$ cat src/rtl/fetch_stage_pkg.sv
// Shared definitions for the instruction-fetch stage.
package fetch_stage_pkg;

  typedef enum logic [1:0] {
    FS_BOOT    = 2'd0,
    FS_FETCH   = 2'd1,
    FS_DISCARD = 2'd2
  } fs_state_t;

  // sll $0,$0,0
  localparam logic [31:0] NOP_INST_DEFAULT = 32'h0000_0000;
  localparam logic [31:0] RESET_PC_DEFAULT = 32'h0000_0000;

  // Fetch addresses are always word aligned.
  function automatic logic [31:0] word_align(input logic [31:0] addr);
    return addr & 32'hFFFF_FFFC;
  endfunction

endpackage

$ cat src/rtl/fetch_stage_ifid_reg.sv
// IF/ID pipeline register: bubble wins over load; neither means hold.
module ifid_reg
  import fetch_stage_pkg::*;
#(
  parameter logic [31:0] NOP_INST = NOP_INST_DEFAULT
) (
  input  logic        clock,
  input  logic        reset,
  input  logic        load,
  input  logic        bubble,
  input  logic [31:0] inst_in,
  input  logic [31:0] pc4_in,
  output logic [31:0] inst,
  output logic [31:0] pc4,
  output logic        valid
);

  // Register update: bubble, load or hold.
  always_ff @(posedge clock or negedge reset) begin
    if (!reset) begin
      inst  <= NOP_INST;
      pc4   <= 32'h0;
      valid <= 1'b0;
    end else if (bubble) begin
      inst  <= NOP_INST;
      pc4   <= 32'h0;
      valid <= 1'b0;
    end else if (load) begin
      inst  <= inst_in;
      pc4   <= pc4_in;
      valid <= 1'b1;
    end
  end

endmodule

$ cat src/rtl/fetch_stage.sv
// Instruction-fetch stage: PC, imem handshake, redirect and stale-fetch drop.
module fetch_stage
  import fetch_stage_pkg::*;
#(
  parameter logic [31:0] RESET_PC = RESET_PC_DEFAULT,
  parameter logic [31:0] NOP_INST = NOP_INST_DEFAULT
) (
  input  logic        clock,
  input  logic        reset,
  input  logic        stall,
  input  logic        branch_taken,
  input  logic [31:0] branch_target,
  output logic        imem_req,
  output logic [31:0] imem_addr,
  input  logic [31:0] imem_rdata,
  input  logic        imem_ready,
  output logic [31:0] PR_IFID_Inst,
  output logic [31:0] PR_IFID_PC4,
  output logic        PR_IFID_Valid,
  output logic [31:0] fetch_count
);

  fs_state_t   state, state_nx;
  logic [31:0] pc, pc_nx;
  logic [31:0] hold_addr, hold_addr_nx;
  logic [31:0] count_nx;
  logic [31:0] pc_plus4;
  logic        ifid_load, ifid_bubble;

  assign pc_plus4 = pc + 32'd4;

  // Request is idle only in BOOT; a stale request keeps its own address.
  assign imem_req  = (state != FS_BOOT);
  assign imem_addr = (state == FS_DISCARD) ? hold_addr : pc;

  // State, PC, stale-address and counter registers.
  always_ff @(posedge clock or negedge reset) begin
    if (!reset) begin
      state       <= FS_BOOT;
      pc          <= RESET_PC;
      hold_addr   <= RESET_PC;
      fetch_count <= 32'h0;
    end else begin
      state       <= state_nx;
      pc          <= pc_nx;
      hold_addr   <= hold_addr_nx;
      fetch_count <= count_nx;
    end
  end

  // Next-state, PC and IF/ID control.
  always_comb begin
    state_nx     = state;
    pc_nx        = pc;
    hold_addr_nx = hold_addr;
    count_nx     = fetch_count;
    ifid_load    = 1'b0;
    ifid_bubble  = 1'b0;
    unique case (state)
      FS_BOOT: begin
        state_nx = FS_FETCH;
      end
      FS_FETCH: begin
        if (branch_taken) begin
          pc_nx       = word_align(branch_target);
          ifid_bubble = 1'b1;
          if (!imem_ready) begin
            hold_addr_nx = pc;
            state_nx     = FS_DISCARD;
          end
        end else if (stall) begin
          // hold everything; a response arriving now is re-requested
        end else if (imem_ready) begin
          ifid_load = 1'b1;
          pc_nx     = pc_plus4;
          count_nx  = fetch_count + 32'd1;
        end else begin
          ifid_bubble = 1'b1;
        end
      end
      FS_DISCARD: begin
        ifid_bubble = !stall;
        if (branch_taken) pc_nx = word_align(branch_target);
        if (imem_ready) state_nx = FS_FETCH;
      end
      default: begin
        state_nx = FS_BOOT;
      end
    endcase
  end

  ifid_reg #(.NOP_INST(NOP_INST)) u_ifid (
    .clock   (clock),
    .reset   (reset),
    .load    (ifid_load),
    .bubble  (ifid_bubble),
    .inst_in (imem_rdata),
    .pc4_in  (pc_plus4),
    .inst    (PR_IFID_Inst),
    .pc4     (PR_IFID_PC4),
    .valid   (PR_IFID_Valid)
  );

endmodule

$ cat config.mk
export PLATFORM = sky130hd
export DESIGN_NAME = fetch_stage
export DESIGN_NICKNAME = d
export VERILOG_FILES = /design/src/rtl/fetch_stage_pkg.sv /design/src/rtl/fetch_stage_ifid_reg.sv /design/src/rtl/fetch_stage.sv
export SDC_FILE = /design/constraint.sdc
export NUM_CORES = 1
export LEC_CHECK = 0
export ABC_CLOCK_PERIOD_IN_PS = 4650
export CORE_MARGIN = 10
export CORE_UTILIZATION = 53
export CTS_BUF_LIST = sky130_fd_sc_hd__clkbuf_8 sky130_fd_sc_hd__clkbuf_16
export DETAILED_ROUTE_END_ITERATION = 10
export PLACE_DENSITY = 0.86
export SLEW_MARGIN = 5
export SYNTH_ARGS = -nofsm -noshare
export SYNTH_HDL_FRONTEND = slang
export SYNTH_SLANG_ARGS = --single-unit
$ cat constraint.sdc
create_clock -name clock -period 4.65 [get_ports clock]
set_input_delay 0.93 -clock clock [delete_from_list [all_inputs] [get_ports clock]]
set_output_delay 0.93 -clock clock [all_outputs]
set_load 0.05 [all_outputs]
**Word level (Yosys, flattened, before mapping)**

Cells that the tools add are included.

- Bits in registers: 163
- Output and inout bits: 130
- Logic and storage cells: 53

- Add/subtract/negate cells: 2
- Equality and inequality tests: 8
- Mux-type cells: 24
- Bitwise logic cells: 3
- Reductions and logical operators: 9

Operator list:

| operator | count |
|---|---|
| 2-to-1 mux 32 bit | 9 |
| one-hot mux 32 bit (2 select lines) | 1 |
| adder 32 x 1 -> 32 bit (second input constant) | 1 |
| adder 32 x 3 -> 32 bit (second input constant) | 1 |
| 2-to-1 mux 1 bit | 9 |
| != test 2 bit (second input constant) | 4 |
| AND reduction 4 bit | 2 |
| 2-to-1 mux 2 bit | 3 |
| != test 3 bit (second input constant) | 2 |
| one-hot mux 2 bit (3 select lines) | 1 |
| AND reduction 3 bit | 2 |
| nonzero test 2 bit | 3 |
| NOT 1 bit | 3 |
| == test 2 x 1 -> 1 bit (second input constant) | 1 |
| == test 2 bit (second input constant) | 1 |
| logical NOT 2 bit | 1 |
| one-hot mux 1 bit (2 select lines) | 1 |
| logical NOT 1 bit | 1 |

**Longest topological paths before layout**

- Depth after elaboration: 6
- Depth in mapped cells: 9
- Depth with buffers taken out: 7

**Hierarchy**

Synthesis repeated with hierarchy kept, for this count alone.

- Cells, all modules: 756
- Area total of the unflattened synthesis: 7991.4 sq um

By module, submodules not included:

| module | instances | cells an instance | area each (sq um) | sequential area each (sq um) |
|---|---|---|---|---|
| fetch_stage | 1 | 547 | 5353.9 | 2352.3 |
| ifid_reg | 1 | 209 | 2637.5 | 1626.6 |

**Worst setup path after synthesis**

OpenSTA, ideal clock, no wires.

- Path kind: reg2out
- Start: register state[0]
- End: output imem_addr[16]
- Arrival: 2.203 ns
- Slack: 1.517 ns
- Cell stages (with the launch flop): 6
- Cells stage by stage: dfrtp_1 > inv_1 > ha_1 > clkbuf_1 > clkbuf_1 > o21ai_0

- Cells in the longest elaborated chain, start to end: 2

Ends and longest elaborated chain:

| element | line | source |
|---|---|---|
| start, declared | fetch_stage.sv:23 | `fs_state_t state, state_nx;` |
| start signal, assigned | fetch_stage.sv:44 | `state <= state_nx;` |
| == test 2 bit | fetch_stage.sv:34 | `assign imem_addr = (state == FS_DISCARD) ? hold_addr : pc;` |
| 2-to-1 mux 32 bit | fetch_stage.sv:34 |  |
| end, declared | fetch_stage.sv:14 | `output logic [31:0] imem_addr,` |

No other way between the ends.

**Final worst setup path**

- Start: register state[0]
- End: output imem_addr[3]

Same word-level chain as after synthesis.

==> results.toml <==
[run_status]
status = "finished, final reports clean"

[final_layout]
nNetsFinal = 1022
post-route-util_pct = 71.7
area_growth_pct = 32.7
num-fill-cells = 1049
drive_gt1_share_pct = 12.3
fin_cells = 1144

[global_routing]
grt_pass1_wl_mm = 35.1
top_usage_layer = "met2"
grt_overflow = 0
use_met2_pct = 33.4
grt_max_degree = 92
grt_use_met3_pct = 8.85
grt_pass1_vias = 6563
gr-usage-met1_pct = 27.1
antenna_found_initial = 2
grt_usage_pct = 21.6

[floorplanning]
core_um2 = 14500
die_w_um = 141
die_area_um2 = 20000
rows = 44
ios = 199
fp.dieH_um = 141
initial_core_util_pct = 54.0

[job]
max_cap_violations = 0

[power_and_ir_drop]
vdd_ir_drop_max_mv = 0.584
power_leakage_nw = 4.24
p_per_area_nw_per_um2 = 747

[place]
dp_hpwl_mm = 15.6
dp_cells = 1113
numPortBuffers = 194
globalplace.congestion = 0.825

[routing]
antenna_left = 0
drt-initial-drc-count = 497
drt-pass1-iter-count = 5
drcViolationCount = 0
detail_route.vias_per_cell = 5.78
wl_mm = 22.0
avgRoutedWirePerCell_um = 19.2
vias = 6614

[synthesis]
synthCells = 782
syn_area_per_cell_um2 = 10.0
seq_area_frac_synth_pct = 50.6
synth_commonest_cells = "158 x dfrtp_1, 134 x nand2_1, 63 x a21oi_1, 55 x mux2_2, 42 x nor2_1"
ys_types = 56
synth_edf_count = 0
yosys.area_share.simple_pct = 17.8
ys_async_sr_fraction_pct = 100
netlist_area_um2 = 7820
synth_xor_area_share_pct = 6.61
yosysWarnings = 0
synthAdderAreaFrac_pct = 0.800
synth_seq_cells = 158
yosysMostFrequentCell = "dfrtp_1"
synth_top_family_by_area = "simple AND/OR/NAND/NOR gates"
synth-compound-area-share_pct = 12.4
synth.area.top_cells = "dfrtp_1 51%, mux2_2 7.9%, nand2_1 6.4%, a21oi_1 4.0%, xnor2_1 3.8%"
muxShareOfSynthArea_pct = 8.05
yosysTopAreaCellShare_pct = 50.6
synth_top_area_cell = "dfrtp_1"
synthFlopType = "dfrtp_1"

[clock_tree]
cts_hold_buf = 0
cts_resized = 0
cts-root-buf = "clkbuf_16"
htreeDepth = 4
cts.sinks = 158
cts_buffers = 17
cts.clk_slew.worst_paths_ns = 0.06
clockBufferDepth = 2
clk_latency_ns = 0.42
cts_setup_buffers = 0
cts_tree = "done"

[setup_path]
r2r_start = "state[0]"
rr_worst_depth = 8
worst-endpoint-required_ns = 3.72
arrival_ns = 2.87
critPathCapture = "imem_addr[3]"
cp_slowest_cell = "ha_2"
worstPathCellList = "inv_1 -> ha_2 -> mux2_2 -> clkdlybuf4s50_1"
critPathLaunch = "state[0]"
max_stage_delay_ns = 0.78
path_class = "flop to output pin"
r2r_end = "pc[25]"
cp-end-kind = "output pin"
critical_path_peak_fanout = 38
rrSetupSlack_ns = 1.61
startpoint_type = "flop"

[sta]
fin_crit_ns = 3.80
fin_crit_sh_pct = 81.7
hold_viol_final = 0
finalSetupTns_ns = 0
hold_slack_ns = 0.479
skew_ns = 0.00779
fmax_ghz = 0.263
slew_headroom_pct = 38.0
finalSetupViolCount = 0
tightestPinTransition_ns = 0.929
slew_violations = 0
rsz0062_at_grt = "no"

[hold_path]
hold_path.class = "flop to flop"
-- layer usage --
metal | vias to the layer above | routed length [um]
li1 | 3074 | -
met1 | 3232 | 9140
met2 | 279 | 10200
met3 | 29 | 2260
met4 | 0 | 373
met5 | - | 0
-- per-stage QoR --
step	total power, W	worst slack [ns]	cell area [um2]
2_1_floorplan	0.00514	1.52	7830
3_3_place_gp	0.00642	1.31	9850
4_1_cts	0.00780	0.825	10400
3_5_place_dp	0.00652	1.29	9850
5_1_grt	0.00818	0.696	10400
6_report	0.00775	0.852	10400
-- kinds of logic after synthesis --
| kind of cell | count (synthesis) |
|---|---|
| flip-flops | 158 |
| AO/OA/AOI/OAI | 160 |
| XOR/XNOR | 59 |
| AND/OR/NAND/NOR | 274 |
| other | 1 |
| adder cells (fa/ha/maj) | 5 |
| multiplexers | 56 |
| buffers and inverters | 69 |
-- state kept, by name, indices dropped and copies added (netlist names) --
| signal | count |
|---|---|
| u_ifid.inst | 32 |
| u_ifid.valid | 1 |
| state | 2 |
| u_ifid.pc4 | 31 |
| hold_addr | 30 |
| pc | 30 |
| fetch_count | 32 |
-- cell type report --
cell class | count | area, um2 | share of cell area, %
flip-flops and latches | 158 | 3950 | 38.1
multi-input cells | 556 | 3600 | 34.7
repair buffers | 205 | 2030 | 19.5
clock buffers | 18 | 439 | 4.23
well taps | 184 | 230 | 2.22
clock inverters | 11 | 80.1 | 0.772
inverters | 10 | 37.5 | 0.362
diodes | 2 | 5.00 | 0.0482
-- worst max-delay path: cells and delay by family, from the launching register on --
kind | cells | cell delay, ns
buf+inv | 2 | 0.80
mux | 1 | 0.45
fa+ha+maj | 1 | 0.78
flops | 1 | 0.40
-- how the worst min path moves through the flow --
stage,endpoint,slack (ns),cells after the start,from
floorplan,hold_addr[16],0.45,2,hold_addr[16]
global placement,fetch_count[31],0.45,1,fetch_count[31]
global route,fetch_count[25],0.51,1,fetch_count[25]
finish,u_ifid.pc4[11],0.48,2,u_ifid.pc4[11]
detailed placement,u_ifid.pc4[11],0.47,2,u_ifid.pc4[11]
CTS,u_ifid.pc4[11],0.48,2,u_ifid.pc4[11]
-- report_power, final --
part / internal, W / switching, W
Combinational: 0.00147 / 0.00266
Sequential: 0.00188 / 0.000483
Clock: 0.000728 / 0.000525
Total: 0.00408 / 0.00367
-- layout by cell type (no fill, tap or decap), drive strengths merged, types with 2 or more instances in the layout --
cell	count
a22oi	2
conb	2
a2bb2oi	16
a31oi	4
o22a	4
nor3	7
nor2	42
ha	5
or2	2
o21ai	32
a211oi	14
o22ai	19
nand3	31
nand2b	3
and3	10
a21o	2
nand4	14
inv	12
xnor2	34
nor4	9
clkinv	7
mux2	55
or3	2
clkdlybuf4s50	193
dfrtp	158
a21oi	63
or4	3
nand2	134
clkbuf	18
and2	3
diode	2
o211ai	2
buf	12
a32oi	2
nand4b	2
xor2	25
and4	5
Power figures use the tool's default switching activity.
